==> src/rtl/ctrl_seq_pkg.sv <==
// Shared constants for the multi-phase control sequencer:
// phase codes, opcodes and the FSM state type.
package ctrl_seq_pkg;

    localparam logic [3:0] PH_NONE = 4'b0000;
    localparam logic [3:0] PH_0    = 4'b0001;
    localparam logic [3:0] PH_1    = 4'b0010;
    localparam logic [3:0] PH_2    = 4'b0100;
    localparam logic [3:0] PH_3    = 4'b1000;

    localparam logic [3:0] OP_ADD  = 4'h0;
    localparam logic [3:0] OP_LI   = 4'h1;
    localparam logic [3:0] OP_B    = 4'h2;
    localparam logic [3:0] OP_BNZ  = 4'h3;
    localparam logic [3:0] OP_SGT  = 4'h4;
    localparam logic [3:0] OP_MLT  = 4'h5;
    localparam logic [3:0] OP_HALT = 4'hF;

    typedef enum logic [2:0] {
        S_IDLE,
        S_PH0,
        S_PH1,
        S_PH2,
        S_PH3,
        S_HALT
    } state_t;

    // BNZ tests rd, so port A reads rd instead of ra
    function automatic logic [3:0] ra_sel(
        input logic [3:0] op,
        input logic [3:0] rd,
        input logic [3:0] ra
    );
        return (op == OP_BNZ) ? rd : ra;
    endfunction

endpackage

==> src/rtl/ctrl_wb.sv <==
// Next-pc and register writeback decode for the
// retiring instruction.
module ctrl_wb
    import ctrl_seq_pkg::*;
(
    input  logic [15:0] ir,
    input  logic [15:0] pc,
    input  logic [15:0] q,
    output logic [15:0] next_pc,
    output logic        we,
    output logic [3:0]  waddr
);

    logic [3:0]  w_op;
    logic [15:0] w_inc;
    logic        w_unused;

    assign w_op     = ir[15:12];
    assign w_inc    = pc + 16'd1;
    assign w_unused = ^ir[7:0];

    always_comb begin
        next_pc = w_inc;
        we      = 1'b0;
        waddr   = ir[11:8];
        unique case (1'b1)
            (w_op == OP_ADD),
            (w_op == OP_LI),
            (w_op == OP_SGT),
            (w_op == OP_MLT): we = 1'b1;
            (w_op == OP_B):   next_pc = q;
            (w_op == OP_BNZ):
                next_pc = (q == pc) ? w_inc : q;
            default: ;
        endcase
    end

endmodule

==> src/rtl/ctrl_seq.sv <==
// Four-phase instruction sequencer: fetch, decode,
// execute and retire, with a sticky HALT state.
module ctrl_seq
    import ctrl_seq_pkg::*;
(
    input  logic        CLK,
    input  logic        RSTN,
    input  logic        run,
    output logic        imem_req,
    output logic [15:0] imem_addr,
    input  logic        imem_ack,
    input  logic [15:0] imem_data,
    input  logic [15:0] q,
    output logic [3:0]  ph,
    output logic [15:0] ir,
    output logic [15:0] pc,
    output logic [3:0]  ra_addr,
    output logic [3:0]  rb_addr,
    output logic        rf_we,
    output logic [3:0]  rf_waddr,
    output logic        halted
);

    state_t      r_state;
    logic [3:0]  r_ph;
    logic [15:0] r_ir;
    logic [15:0] r_pc;
    logic [3:0]  r_ra;
    logic [3:0]  r_rb;
    logic        r_req;
    logic        r_we;
    logic [3:0]  r_waddr;
    logic        r_halted;

    logic [15:0] w_next_pc;
    logic        w_we;
    logic [3:0]  w_waddr;

    ctrl_wb u_wb (
        .ir      (r_ir),
        .pc      (r_pc),
        .q       (q),
        .next_pc (w_next_pc),
        .we      (w_we),
        .waddr   (w_waddr)
    );

    always_ff @(posedge CLK or negedge RSTN) begin
        if (!RSTN) begin
            r_state  <= S_IDLE;
            r_ph     <= PH_NONE;
            r_ir     <= 16'h0000;
            r_pc     <= 16'h0000;
            r_ra     <= 4'h0;
            r_rb     <= 4'h0;
            r_req    <= 1'b0;
            r_we     <= 1'b0;
            r_waddr  <= 4'h0;
            r_halted <= 1'b0;
        end else begin
            r_we <= 1'b0;
            unique case (r_state)
                S_IDLE: begin
                    if (run) begin
                        r_state <= S_PH0;
                        r_ph    <= PH_0;
                        r_req   <= 1'b1;
                    end
                end
                S_PH0: begin
                    if (imem_ack) begin
                        r_ir    <= imem_data;
                        r_ra    <= ra_sel(imem_data[15:12],
                                          imem_data[11:8],
                                          imem_data[7:4]);
                        r_rb    <= imem_data[3:0];
                        r_req   <= 1'b0;
                        r_state <= S_PH1;
                        r_ph    <= PH_1;
                    end
                end
                S_PH1: begin
                    if (r_ir[15:12] == OP_HALT) begin
                        r_state  <= S_HALT;
                        r_ph     <= PH_NONE;
                        r_halted <= 1'b1;
                    end else begin
                        r_state <= S_PH2;
                        r_ph    <= PH_2;
                    end
                end
                S_PH2: begin
                    // write pulse is registered so it spans PH3 exactly
                    r_state <= S_PH3;
                    r_ph    <= PH_3;
                    r_we    <= w_we;
                    r_waddr <= w_waddr;
                end
                S_PH3: begin
                    r_pc <= w_next_pc;
                    if (run) begin
                        r_state <= S_PH0;
                        r_ph    <= PH_0;
                        r_req   <= 1'b1;
                    end else begin
                        r_state <= S_IDLE;
                        r_ph    <= PH_NONE;
                    end
                end
                S_HALT: ;
                default: begin
                    r_state <= S_IDLE;
                    r_ph    <= PH_NONE;
                    r_req   <= 1'b0;
                end
            endcase
        end
    end

    assign ph        = r_ph;
    assign ir        = r_ir;
    assign pc        = r_pc;
    assign imem_req  = r_req;
    assign imem_addr = r_pc;
    assign ra_addr   = r_ra;
    assign rb_addr   = r_rb;
    assign rf_we     = r_we;
    assign rf_waddr  = r_waddr;
    assign halted    = r_halted;

endmodule

==> config.mk <==
export PLATFORM = sky130hd
export DESIGN_NAME = ctrl_seq
export DESIGN_NICKNAME = d
export VERILOG_FILES = /design/src/rtl/ctrl_seq_pkg.sv /design/src/rtl/ctrl_wb.sv /design/src/rtl/ctrl_seq.sv
export SDC_FILE = /design/constraint.sdc
export NUM_CORES = 1
export LEC_CHECK = 0
export BUFFER_PORTS_ARGS = -buffer_cell sky130_fd_sc_hd__buf_2
export CAP_MARGIN = 5
export CORE_ASPECT_RATIO = 1.5
export CORE_MARGIN = 4
export CORE_UTILIZATION = 30
export CTS_CLUSTER_SIZE = 20
export DETAILED_ROUTE_END_ITERATION = 10
export PLACE_DENSITY = 0.51
export SYNTH_ARGS = -nofsm -noshare
export SYNTH_HDL_FRONTEND = slang
export SYNTH_SLANG_ARGS = --single-unit
==> constraint.sdc <==
create_clock -name CLK -period 4.58 [get_ports CLK]
set_clock_uncertainty 0.05 [all_clocks]
set_input_delay 0.916 -clock CLK [delete_from_list [all_inputs] [get_ports CLK]]
set_output_delay 0.916 -clock CLK [all_outputs]
set_load 0.01 [all_outputs]
=== Word level (Yosys, flattened, before mapping) ===
Cells that the tools add are included.

* Output and inout port bits: 67
* ROM bits: 0
* Memories kept: 0
* Word-level logic and storage cells: 56
* Bits in latches: 0
* Register bits: 54
* RAM bits: 0
* Input port bits: 36

* Multiplexer cells: 18
* Div/mod/pow operators: 0
* Equal/unequal tests: 16
* $mul: 0
* Magnitude comparators: 0
* Reductions and logical operators: 9
* Add/sub/neg operators: 1
* Bitwise logic cells: 2
* Shift operators: 0

{| class="wikitable"
|+ Operators by type and width
! cell !! count
|-
| $pmux 16 s2 || 1
|-
| $pmux 4 s6 || 1
|-
| $pmux 3 s6 || 1
|-
| $add 16x1->16 const B || 1
|-
| $eq 16x16->1 || 1
|-
| $mux 16 || 1
|-
| $eq 4x2->1 const B || 3
|-
| $mux 3 || 4
|-
| $mux 4 || 3
|-
| $eq 4x3->1 const B || 2
|-
| $eq 3x2->1 const B || 2
|-
| $eq 3x3->1 const B || 2
|-
| $mux 1 || 6
|-
| $reduce_and 3->1 || 2
|-
| $eq 4x1->1 const B || 1
|-
| $eq 4x4->1 const B || 1
|-
| $logic_not 4->1 || 1
|-
| $ne 2x2->1 const B || 2
|-
| $reduce_and 2->1 || 2
|-
| $reduce_or 4->1 || 1
|-
| $eq 3x1->1 const B || 1
|-
| $logic_not 3->1 || 1
|-
| $pmux 1 s3 || 1
|-
| $reduce_or 3->1 || 1
|-
| other kinds (3) || 4
|}

=== Depth between registers and ports, before layout ===
Gate-level depths: netlist of run 1.

* Depth after elaboration: 4
* Mapped depth: 8

=== Modules after synthesis ===
From an unflattened synthesis of run 1, not the netlist that was laid out.

* Cell total of the unflattened synthesis: 253
* Area total of the unflattened synthesis: 2939.1 um2

{| class="wikitable"
|+ Modules (own cells, without submodules)
! module !! seq. area each (um2) !! instances !! area each (um2) !! cells each
|-
| ctrl_seq || 1251.2 || 1 || 2204.6 || 166
|-
| ctrl_wb || 0.0 || 1 || 734.5 || 87
|}

=== Worst setup path after synthesis of run 1 ===
OpenSTA, ideal clock, no wires.

* Kind: input to register
* Start: in q[3]
* End: reg r_pc[15] (netlist: imem_addr[15])
* Path slack: 2.023 ns
* Cell stages on the path: 6
* Arrival time: 2.379 ns
* Library setup time: 0.127 ns
* Buffers on the path: 0
* Cell sequence: nor2b_1 a2111oi_2 nand4_2 o31ai_4 mux2i_1 o22ai_1

* Longest elaborated chain between the ends: 3

{| class="wikitable"
|+ RTL lines
! element !! line !! RTL
|-
| from (decl) || ctrl_seq.sv:13 || <nowiki>input logic [15:0] q,</nowiki>
|-
| $eq 16x16->1 || ctrl_wb.sv:33 || <nowiki>next_pc = (q == pc) ? w_inc : q;</nowiki>
|-
| $mux 16 || ctrl_wb.sv:33 ||
|-
| $pmux 16 s2 || ctrl_wb.sv:26 || <nowiki>unique case (1'b1)</nowiki>
|-
| to (signal assigned) || ctrl_seq.sv:100 || <nowiki>r_pc <= w_next_pc;</nowiki>
|-
| to (decl) || ctrl_seq.sv:27 || <nowiki>logic [15:0] r_pc;</nowiki>
|}

Every way passes these cells.
A chain may end at the register's enable or synchronous reset.

=== Worst setup path in the final report of run 1 ===
* Start: reg r_state[0]
* End: reg r_pc[5] (netlist: imem_addr[5])

* Longest elaborated chain between the ends: 1

{| class="wikitable"
|+ RTL lines
! element !! line !! RTL
|-
| from (decl) || ctrl_seq.sv:24 || <nowiki>state_t r_state;</nowiki>
|-
| from (signal assigned) || ctrl_seq.sv:50 || <nowiki>r_state <= S_IDLE;</nowiki>
|-
| from (signal assigned) || ctrl_seq.sv:65 || <nowiki>r_state <= S_PH0;</nowiki>
|-
| from (signal assigned) || ctrl_seq.sv:78 || <nowiki>r_state <= S_PH1;</nowiki>
|-
| $eq 3x3->1 || ctrl_seq.sv:62 || <nowiki>unique case (r_state)</nowiki>
|}

Every way passes these cells.

==> results by group, run 1 <==
Floorplan
  • Initial Util: 0.308
  • Ports: 103
  • Row Count: 44
  • Die Span Y: 130 µm
  • Core area: 9690 µm²
  • Die Wd: 89.5 µm
  • Die area: 11700 µm²

Detailed routing
  • DRC viols: 0
  • WL/cell: 17.3 µm
  • WL final: 8.73 mm
  • DR vias/cell: 5.33
  • Final ANT Viol Nets: 0
  • Starting DRT DRC Count: 179
  • Drt pass-1 iters: 4
  • Via count: 2681

Cells and area
  • Fraction of layout cells with a size suffix above 1: 0.371
  • Diode count: 0
  • Area Overhead vs Synth: 20.4%
  • Layout Nets: 424
  • Fillers: 998
  • Post-route cell area: 3600 µm²

Yosys
  • Top-count cell post-synth: dfrtp_1
  • Yosys reg bits: 50
  • Post-synthesis compound-gate area fraction: 0.157
  • Syn avg cell area: 9.76 µm²
  • Post-Synth Adder-Cell Area: 0.00419
  • Mapped Nets: 343
  • Leading area contributor after synthesis: dfrtp_1
  • Register area share after synthesis: 0.419
  • Post-synthesis simple-gate area fraction: 0.181
  • Post-synthesis mux area share: 0.122
  • Number of synthesized flops with an enable pin: 0
  • Mapped Area: 2990 µm²
  • Top cells by count, synth: dfrtp_1, nor2_1, nand2_1
  • Prevailing post-synth register cell: dfrtp_1
  • Synth cell types: 59
  • Cells after Synth: 306
  • Post-Synth XOR/XNOR Area: 0.0293
  • Synth area leaders: dfrtp_1, mux2_2, buf_4
  • Post-synthesis async set-or-reset flop share: 1.00
  • Yosys warnings: 0
  • Synth top area share: 0.419
  • Main combinational cell family by area after synthesis: simple AND/OR/NAND/NOR gates

STA
  • Final Cycle Share: 0.631
  • Minimum clock period: 2.89 ns
  • Slew margin rel.: 0.434
  • RSZ-0062 raised after global routing: false
  • Final number of setup-violating endpoints: 0
  • Peak Freq: 346 MHz
  • Slew @ Worst Pin: 0.845 ns
  • Final hold vios: 0
  • Slew Viols, Final: 0
  • Sum Neg Setup Slack: 0 ns

Global route
  • Vias in the first global route: 2702
  • Initial antenna violation count: 0
  • Gr usage total: 0.152
  • GRT overflow: 0
  • First-pass GRT wire length: 13.7 mm
  • Largest net degree at the start of global routing: 51

CTS
  • Clk pin slew, worst setup/hold paths: 0.08 ns
  • Maximum buffer depth of the clock tree: 2
  • Postcts setup bufs: 0
  • Cts hold-fix bufs: 0
  • Clk root buf: clkbuf_16
  • TritonCTS clock tree: built
  • TritonCTS Buffers: 5
  • H-tree levels: 2
  • CTS resizes: 0
  • Clk_lat worst skew: 0.30 ns
  • Clk sinks: 50

Power and ir drop
  • Part of the power in registers: 0.379
  • Psw: 1030 µW
  • Logic pwr share: 0.455
  • Max IR drop VDD: 327 µV
  • Sw Ratio: 0.431
  • Clock share of power: 0.166
  • Pwr dens: 664 nW/µm²
  • Leak Pwr: 0.00158 µW
  • P_int: 1360 µW

Status
  • Status: finished, final reports clean

Setup path
  • Slowest CP cell: dfrtp_1
  • Data arrival, critical path: 3.03 ns
  • Worst setup EP type: register
  • CP cell instances: nor2_1, nand2_1, nor2_1, nand2_1, and2_1, a311o_1
  • Crit Path Max Fanout: 18
  • Buf+Inv Stages, Crit Path: 0
  • Slowest stage delay, CP: 0.55 ns
  • Largest delay share family, worst path: simple AND/OR/NAND/NOR gates
  • CP Class: register to register
  • WP data required: 4.72 ns
  • Setup crit start kind: register

Placement
  • Routability cong.: 0.880
  • Post-DP Area: 3440 µm²
  • PortBufs: 102
  • Detail Placement HPWL: 6.37 mm

Job
  • Max Cap Violations: 0

Hold path
  • HP Class: register to register
## flip-flops by register name (all words and copies together), names as in the netlist
signal,count
imem_req,1
ph,4
ir,16
halted,1
r_state,3
rf_we,1
ra_addr,4
rf_waddr,4
imem_addr,16
## power by group through the flow
stage	Clock (µW)	Combinational, µW	Sequential, µW
after global routing	430	1200	949
after global placement	0	1100	905
after CTS	410	1100	910
after floorplan	0	720	931
final	396	1090	906
after detailed placement	0	1100	913
## cell usage in the layout, fill, tap and decap left out, types with 2 or more instances in the layout
master,instances
o2bb2ai_1,2
and2_1,3
o32ai_1,2
buf_2,102
nand3b_1,2
o21ai_0,9
a311o_1,2
a31oi_1,4
xnor2_1,10
nor4_1,2
buf_4,2
nand2_1,21
mux2i_1,14
nor2b_1,2
a21oi_1,16
clkbuf_16,5
mux2_2,20
o21a_1,3
a211oi_1,6
or3_1,4
nand2b_1,8
dfrtp_1,50
nand4_1,7
o22ai_1,8
nor2_1,22
inv_1,10
nor3_1,12
nand3_1,8
## logic make-up after synthesis
family,count (synthesis)
compound gates,67
xor+xnor,10
fa+ha+maj,1
buf+inv,41
flops,50
mux,34
simple gates,103
## cell type report
cell class / count / area (µm²) / area share
inverters: 11 / 41.3 / 0.0115
clock inverters: 3 / 28.8 / 0.00800
multi-input cells: 215 / 1480 / 0.412
well taps: 115 / 144 / 0.0400
flip-flops and latches: 50 / 1250 / 0.348
repair buffers: 104 / 526 / 0.146
clock buffers: 5 / 125 / 0.0348
## per-layer routing
metal / vias to the layer above / routed length [µm] / global-route usage
met1: 1281 / 3520 / 0.184
li1: 1259 / - / -
met2: 116 / 4300 / 0.251
met5: - / 0 / 0
met4: 0 / 287 / 0.0675
met3: 25 / 617 / 0.0360
## path summary, 6_finish.rpt
path | end | slack [ns] | startpoint | cells past startpoint
hold reg to reg | halted$_DFFE_PN0P_ | 0.42 | halted$_DFFE_PN0P_ | 1
min in group asynchronous | imem_addr[7]$_DFFE_PN0N_ | 0.67 | RSTN | 2
hold / removal | halted$_DFFE_PN0P_ | 0.42 | halted$_DFFE_PN0P_ | 1
setup / recovery | imem_addr[5]$_DFFE_PN0N_ | 1.69 | r_state[0]$_DFFE_PN0P_ | 6
setup reg to reg | imem_addr[5]$_DFFE_PN0N_ | 1.69 | r_state[0]$_DFFE_PN0P_ | 6
max in group asynchronous | ph[0]$_DFFE_PN0P_ | 3.35 | RSTN | 2
## metrics by stage
stage               instances  total power, µW  hold slack, ns  setup WS (ns)  utilization
CTS                       503             2420           0.432           1.76        0.371
global placement          495             2000           0.402           1.52        0.355
floorplan                 306             1650           0.462           2.02            -
finish                    503             2390           0.421           1.69        0.371
global route              503             2580           0.443           1.52        0.371
detailed placement        495             2010           0.415           1.57        0.355
(Power assumes the default switching activity.)
==> run 2, diff against run 1 <==
ABC_AREA = 1   (was default)
PLACE_DENSITY = 0.53   (was 0.51)
clock period = 2.4 ns   (was 4.58 ns; I/O delays follow)
==> run 2 against run 1 <==
  * Synthesized cell count up 57%
  * Power up 100%
  * Clock power up 110%
  * Flip-flop and latch count unchanged
  * First-iteration DRC count down 30%
  * Combinational power up 110%
  * Largest power group unchanged
  * Highest routed layer unchanged
==> results by group, run 2 <==
Floorplan
  • Die Wd: 92.2 µm (+3.0%)
  • Die Span Y: 134 µm (+3.1%)
  • Core area: 10200 µm² (+5.8%)
  • Die area: 12400 µm² (+6.2%)
  • Row Count: 45 (+2.3%)
  • Ports: 103 (unchanged)
  • Initial Util: 0.311 (+0.00274)

Cells and area
  • Most frequent cells in the layout: nand2_1, buf_2, inv_1, dfrtp_1, nor2_1
  • Diode count: 0 (unchanged)
  • Fraction of layout cells with a size suffix above 1: 0.223 (-0.148)
  • Most common cell after layout, fill and taps aside: nand2_1
  • Area Overhead vs Synth: 21.2%
  • Fillers: 1156 (+16%)
  • Post-route cell area: 3860 µm² (+7.4%)
  • Layout Nets: 601 (+42%)

Placement
  • Routability cong.: 0.949 (+7.8%)
  • PortBufs: 102 (unchanged)
  • Detail Placement HPWL: 7.31 mm (+15%)
  • Post-DP Area: 3700 µm² (+7.3%)
  • Setup WS pre-CTS: 0.377 ns (-1.19 ns)

Global route
  • Vias in the first global route: 3127 (+16%)
  • GRT overflow: 0 (unchanged)
  • First-pass GRT wire length: 15.7 mm (+15%)
  • Initial antenna violation count: 0 (unchanged)
  • Largest net degree at the start of global routing: 51 (unchanged)
  • Gr usage total: 0.160 (+0.00795)

CTS
  • Cts hold-fix bufs: 0 (unchanged)
  • Postcts setup bufs: 0 (unchanged)
  • Clk_lat worst skew: 0.29 ns (about the same)
  • TritonCTS clock tree: built
  • Clk pin slew, worst setup/hold paths: 0.07 ns (about the same)
  • Clk sinks: 50 (unchanged)
  • CTS resizes: 0 (unchanged)
  • Maximum buffer depth of the clock tree: 2 (unchanged)
  • Clk root buf: clkbuf_16
  • TritonCTS Buffers: 5 (unchanged)
  • H-tree levels: 2 (unchanged)

Detailed routing
  • Final ANT Viol Nets: 0 (unchanged)
  • WL final: 9.66 mm (+11%)
  • Drt pass-1 iters: 4 (unchanged)
  • DR vias/cell: 4.56 (-14%)
  • WL/cell: 13.7 µm (-21%)
  • Starting DRT DRC Count: 125 (-30%)
  • Via count: 3222 (+20%)
  • DRC viols: 0 (unchanged)

STA
  • Slew margin rel.: 0.524 (+0.0897)
  • Minimum clock period: 1.99 ns (-0.897 ns)
  • Final Cycle Share: 0.831 (+0.200)
  • Slew Viols, Final: 0 (unchanged)
  • Fin worst setup slack: 0.406 ns (-1.28 ns)
  • Final number of setup-violating endpoints: 0 (unchanged)
  • Slew @ Worst Pin: 0.708 ns (-0.137 ns)
  • Peak Freq: 501 MHz (+45%)
  • Final hold vios: 0 (unchanged)
  • Sum Neg Setup Slack: 0 ns (unchanged)
  • RSZ-0062 raised after global routing: false

Yosys
  • Yosys reg bits: 50 (unchanged)
  • Top-count cell post-synth: nand2_1
  • Top cells by count, synth: nand2_1, inv_1, dfrtp_1
  • Syn avg cell area: 6.63 µm² (-32%)
  • Post-synthesis async set-or-reset flop share: 1.00 (unchanged)
  • Synth top area share: 0.392 (-0.0263)
  • Synth area leaders: dfrtp_1, nand2_1, inv_1
  • Mapped Nets: 518 (+51%)
  • Number of synthesized flops with an enable pin: 0 (unchanged)
  • Mapped Area: 3190 µm² (+6.7%)
  • Leading area contributor after synthesis: dfrtp_1
  • Prevailing post-synth register cell: dfrtp_1
  • Yosys warnings: 0 (unchanged)
  • Cells after Synth: 481 (+57%)
  • Register area share after synthesis: 0.392 (-0.0263)
  • Synth cell types: 30 (-49%)

Status
  • Status: finished, final reports clean

Job
  • Max Cap Violations: 0 (unchanged)

Hold path
  • HP Class: primary input to asynchronous set/reset pin

Power and ir drop
  • Logic pwr share: 0.483 (+0.028)
  • Clock share of power: 0.173 (+0.007)
  • Sw Ratio: 0.459 (+0.0278)
  • Psw: 2190 µW (+110%)
  • Part of the power in registers: 0.344 (-0.035)
  • P_int: 2590 µW (+90%)
  • Leak Pwr: 0.00225 µW (+43%)
  • Max IR drop VDD: 565 µV (+73%)
  • Pwr dens: 1240 nW/µm² (+86%)

Setup path
  • Data arrival, critical path: 2.12 ns (-0.91 ns)
  • CP Class: register to register
  • WP data required: 2.53 ns (-2.19 ns)
  • Setup crit start kind: register
  • Crit Path Max Fanout: 16 (-2)
  • Worst setup EP type: register
## run 2: per-layer routing
layer,global-route usage,vias up,share of wire,wire (µm)
li1,-,1629,-,-
met5,0,-,0,0
met3,0.0292,12,0.060,582
met1,0.188,1466,0.41,3990
met4,0.0413,0,0.010,99
met2,0.295,115,0.52,4990
## run 2: power groups by stage
stage               sequential [µW]  clock [µW]  combinational, µW
floorplan                      1720           0               1540
global placement               1650           0               2330
detailed placement             1660           0               2340
CTS                            1650         865               2350
global route                   1720         892               2620
finish                         1650         825               2310
## run 2: cell families (layout without fill, tap and decap cells)
| family | count (synthesis) | after routing | share of synthesized area |
|---|---|---|---|
| buf+inv | 91 | 175 | 0.139 |
| compound gates | 35 | 35 | 0.0569 |
| simple gates | 296 | 296 | 0.386 |
| xor+xnor | 8 | 8 | 0.0220 |
| fa+ha+maj | 1 | 1 | 0.00392 |
| flops | 50 | 50 | 0.392 |
## run 2: final timing paths
kind                                            end  slack [ns]                     start  cells past startpoint
min in group CLK                  ir[1]$_DFFE_PN0P_        0.34              imem_data[1]                      3
max                        imem_addr[2]$_DFFE_PN0N_        0.41  imem_addr[7]$_DFFE_PN0N_                     11
min reg2reg                      halted$_DFFE_PN0P_        0.41        halted$_DFFE_PN0P_                      2
max in group asynchronous         ir[5]$_DFFE_PN0P_        1.59                      RSTN                      2
min                        imem_addr[4]$_DFFE_PN0N_        0.25                      RSTN                      2
max reg2reg                imem_addr[2]$_DFFE_PN0N_        0.41  imem_addr[7]$_DFFE_PN0N_                     11
## run 2: stage by stage
| step | hold WS (ns) | std cells | total power (µW) | util |
|---|---|---|---|---|
| finish | 0.252 | 706 | 4780 | 0.377 |
| detailed placement | 0.404 | 698 | 4000 | 0.361 |
| floorplan | 0.134 | 481 | 3260 | - |
| CTS | 0.285 | 706 | 4870 | 0.377 |
| global route | 0.332 | 706 | 5230 | 0.377 |
| global placement | 0.399 | 698 | 3980 | 0.361 |
## run 2: cell type report
cell class / count / area (µm²) / share of cell area
Tap cell: 141 / 176 / 0.0457
Clock buffer: 6 / 129 / 0.0334
Multi-Input combinational cell: 340 / 1500 / 0.387
Clock inverter: 2 / 37.5 / 0.00972
Inverter: 60 / 225 / 0.0583
Timing Repair Buffer: 107 / 548 / 0.142
Sequential cell: 50 / 1250 / 0.324
## run 2: critical path: stages, from the launching register on
cell and delay (ns):
dfrtp_1 0.50, inv_1 0.11, nand2_1 0.09, nand2_1 0.05, nor2_1 0.15, nand2_1 0.08
nor2_2 0.15, nand3_4 0.23, nand2_4 0.27, nand2_1 0.07, nand3_1 0.07, o21ai_1 0.06
==> run 3, diff against run 2 <==
PLACE_DENSITY = 0.51   (was 0.53)
clock period = 2.05 ns   (was 2.4 ns; I/O delays follow)
==> run 3 against run 2 <==
  * Sequential power up 14%
  * Via count grew 0.34%
  * First-iteration DRC count grew 7.2%
  * Critical endpoint is now imem_addr[14]$_DFFE_PN0N_
==> results by group, run 3 (synthesis gave the netlist of run 2 again) <==
STA
  • Slew @ Worst Pin: 0.552 ns (-0.156 ns)
  • Final Cycle Share: 0.898 (+0.0670)
  • RSZ-0062 raised after global routing: false
  • Worst Hold Slack: 0.0376 ns (-0.214 ns)
  • Sum Neg Setup Slack: 0 ns (unchanged)
  • Slew margin rel.: 0.632 (+0.108)
  • Slew Viols, Final: 0 (unchanged)
  • Minimum clock period: 1.84 ns (-0.153 ns)
  • Peak Freq: 543 MHz (+8.3%)
  • Final hold vios: 0 (unchanged)
  • Final number of setup-violating endpoints: 0 (unchanged)

Global route
  • First-pass GRT wire length: 15.7 mm (-0.36%)
  • Gr usage total: 0.160 (+0.000239)
  • Largest net degree at the start of global routing: 51 (unchanged)
  • Initial antenna violation count: 0 (unchanged)
  • Vias in the first global route: 3192 (+2.1%)
  • GRT overflow: 0 (unchanged)

Floorplan
  • Core area: 10200 µm² (unchanged)
  • Ports: 103 (unchanged)
  • Die Span Y: 134 µm (unchanged)
  • Die Wd: 92.2 µm (unchanged)
  • Row Count: 45 (unchanged)
  • Die area: 12400 µm² (unchanged)
  • Initial Util: 0.311 (unchanged)

Setup path
  • Largest delay share family, worst path: simple AND/OR/NAND/NOR gates
  • WP data required: 2.19 ns (-0.34 ns)
  • CP Class: register to register
  • Slowest CP cell: dfrtp_2
  • CP dominant cell by count: nand2_1
  • RR Startpoint: imem_addr[1]$_DFFE_PN0N_
  • Logic depth of the worst path, buffers included: 12 (+1)
  • Setup crit start kind: register
  • Worst setup path startpoint: imem_addr[1]$_DFFE_PN0N_
  • Data arrival, critical path: 1.98 ns (-0.14 ns)
  • Buf+Inv Stages, Crit Path: 1 (unchanged)
  • Worst setup EP type: register
  • Crit Path Max Fanout: 7 (-9)
  • Slowest stage delay, CP: 0.43 ns (-0.07 ns)
  • CP cell instances: ha_1, nand3_1, nor2_2, nand3_1, nand2_1, nand2_1, nand2_1, nand2_1, inv_1, nand3_1, nand2_1, nand2_1
  • Worst R2R Path Depth: 12 (+1)

Cells and area
  • Diode count: 0 (unchanged)
  • Fillers: 1154 (-0.17%)
  • Area occupied by multi-input gates: 1500 µm² (+0.34%)
  • Most frequent cells in the layout: nand2_1, buf_2, inv_1, dfrtp_1, nor2_1
  • Most common cell after layout, fill and taps aside: nand2_1
  • Fraction of layout cells with a size suffix above 1: 0.243 (+0.0196)
  • Register area: 1250 µm² (+0.20%)
  • Layout Nets: 609 (+1.3%)
  • Area Overhead vs Synth: 23.2%

Power and ir drop
  • Pwr dens: 1430 nW/µm² (+15%)
  • Leak Pwr: 0.00229 µW (+1.6%)
  • Max IR drop VDD: 747 µV (+32%)

Placement
  • Detail Placement HPWL: 7.57 mm (+3.7%)
  • PortBufs: 102 (unchanged)
  • Routability cong.: 0.951 (+0.21%)

CTS
  • Clk pin slew, worst setup/hold paths: 0.08 ns (about the same)
  • TritonCTS Buffers: 5 (unchanged)
  • Cts hold-fix bufs: 0 (unchanged)
  • Clk root buf: clkbuf_16
  • Maximum buffer depth of the clock tree: 2 (unchanged)
  • Clk_lat worst skew: 0.30 ns (about the same)
  • Clk sinks: 50 (unchanged)
  • TritonCTS clock tree: built
  • H-tree levels: 2 (unchanged)

Status
  • Status: finished, final reports clean

Detailed routing
  • M1 WL: 3.81 mm (-4.6%)
  • Routed wl met2: 5.09 mm (+1.9%)
  • Starting DRT DRC Count: 134 (+7.2%)
  • DRC viols: 0 (unchanged)
  • Via count: 3233 (+0.34%)
  • Drt pass-1 iters: 5 (+1)
  • Max layer used: met4
  • DR vias/cell: 4.53 (-0.78%)
  • WL met3: 654 µm (+12%)
  • Final ANT Viol Nets: 0 (unchanged)
  • WL final: 9.70 mm (+0.41%)
  • WL/cell: 13.6 µm (-0.71%)

Job
  • Max Cap Violations: 0 (unchanged)

Hold path
  • HP Class: primary input to asynchronous set/reset pin
-- run 3: cell types whose count changed in the layout (fill, tap and decap cells not counted), sizes merged --
cell,change
inv,+2
buf,+8
clkbuf,-1
bufinv,-1
-- run 3: cell type report --
class,instances,area share
clock inverters,3,0.00701
well taps,141,0.0449
clock buffers,5,0.0318
multi-input cells,340,0.382
flip-flops and latches,50,0.319
inverters,60,0.0573
repair buffers,115,0.158
-- run 3: worst reg2reg max path: stages (launching register included) --
cell     delay, ns
dfrtp_2       0.43
ha_1          0.22
nand3_1       0.20
nor2_2        0.24
nand3_1       0.10
nand2_1       0.07
nand2_1       0.07
nand2_1       0.06
nand2_1       0.05
inv_1         0.05
nand3_1       0.09
nand2_1       0.07
nand2_1       0.05
-- run 3: power by group --
group,leakage [µW],switching [µW],internal [µW],total [µW]
Clock,0.0000723,428,467,895
Sequential,0.000627,453,1420,1880
Combinational,0.00159,1740,1100,2840
-- run 3: layer usage --
metal	global-route usage	vias up
li1	-	1637
met1	0.171	1481
met2	0.300	107
met3	0.0432	8
met4	0.0512	0
met5	0	-
-- run 3: final timing paths --
kind,to,slack (ns)
min in group CLK,ir[1]$_DFFE_PN0P_,0.26
max reg2reg,imem_addr[14]$_DFFE_PN0N_,0.21
min reg2reg,ph[2]$_DFFE_PN0P_,0.43
min,imem_addr[3]$_DFFE_PN0N_,0.04
max,imem_addr[14]$_DFFE_PN0N_,0.21
max in group asynchronous,imem_addr[1]$_DFFE_PN0N_,1.65
-- run 3: per-stage QoR --
stage                     utilization  power, µW  instances  setup slack (ns)  cell area (µm²)
after floorplan                     -       3810        481             0.381             3190
after global placement          0.368       4750        706             0.118             3770
after detailed placement        0.368       4780        706            0.0957             3770
after CTS                       0.383       5720        714            0.0795             3920
after global routing            0.383       6170        714           0.00164             3930
final                           0.383       5610        714             0.209             3930
-- run 3: what timing repair did --
action,4_1_cts,5_1_grt
gates resized for setup,0,4
setup buffers,0,0
endpoints found under the setup margin,0,2
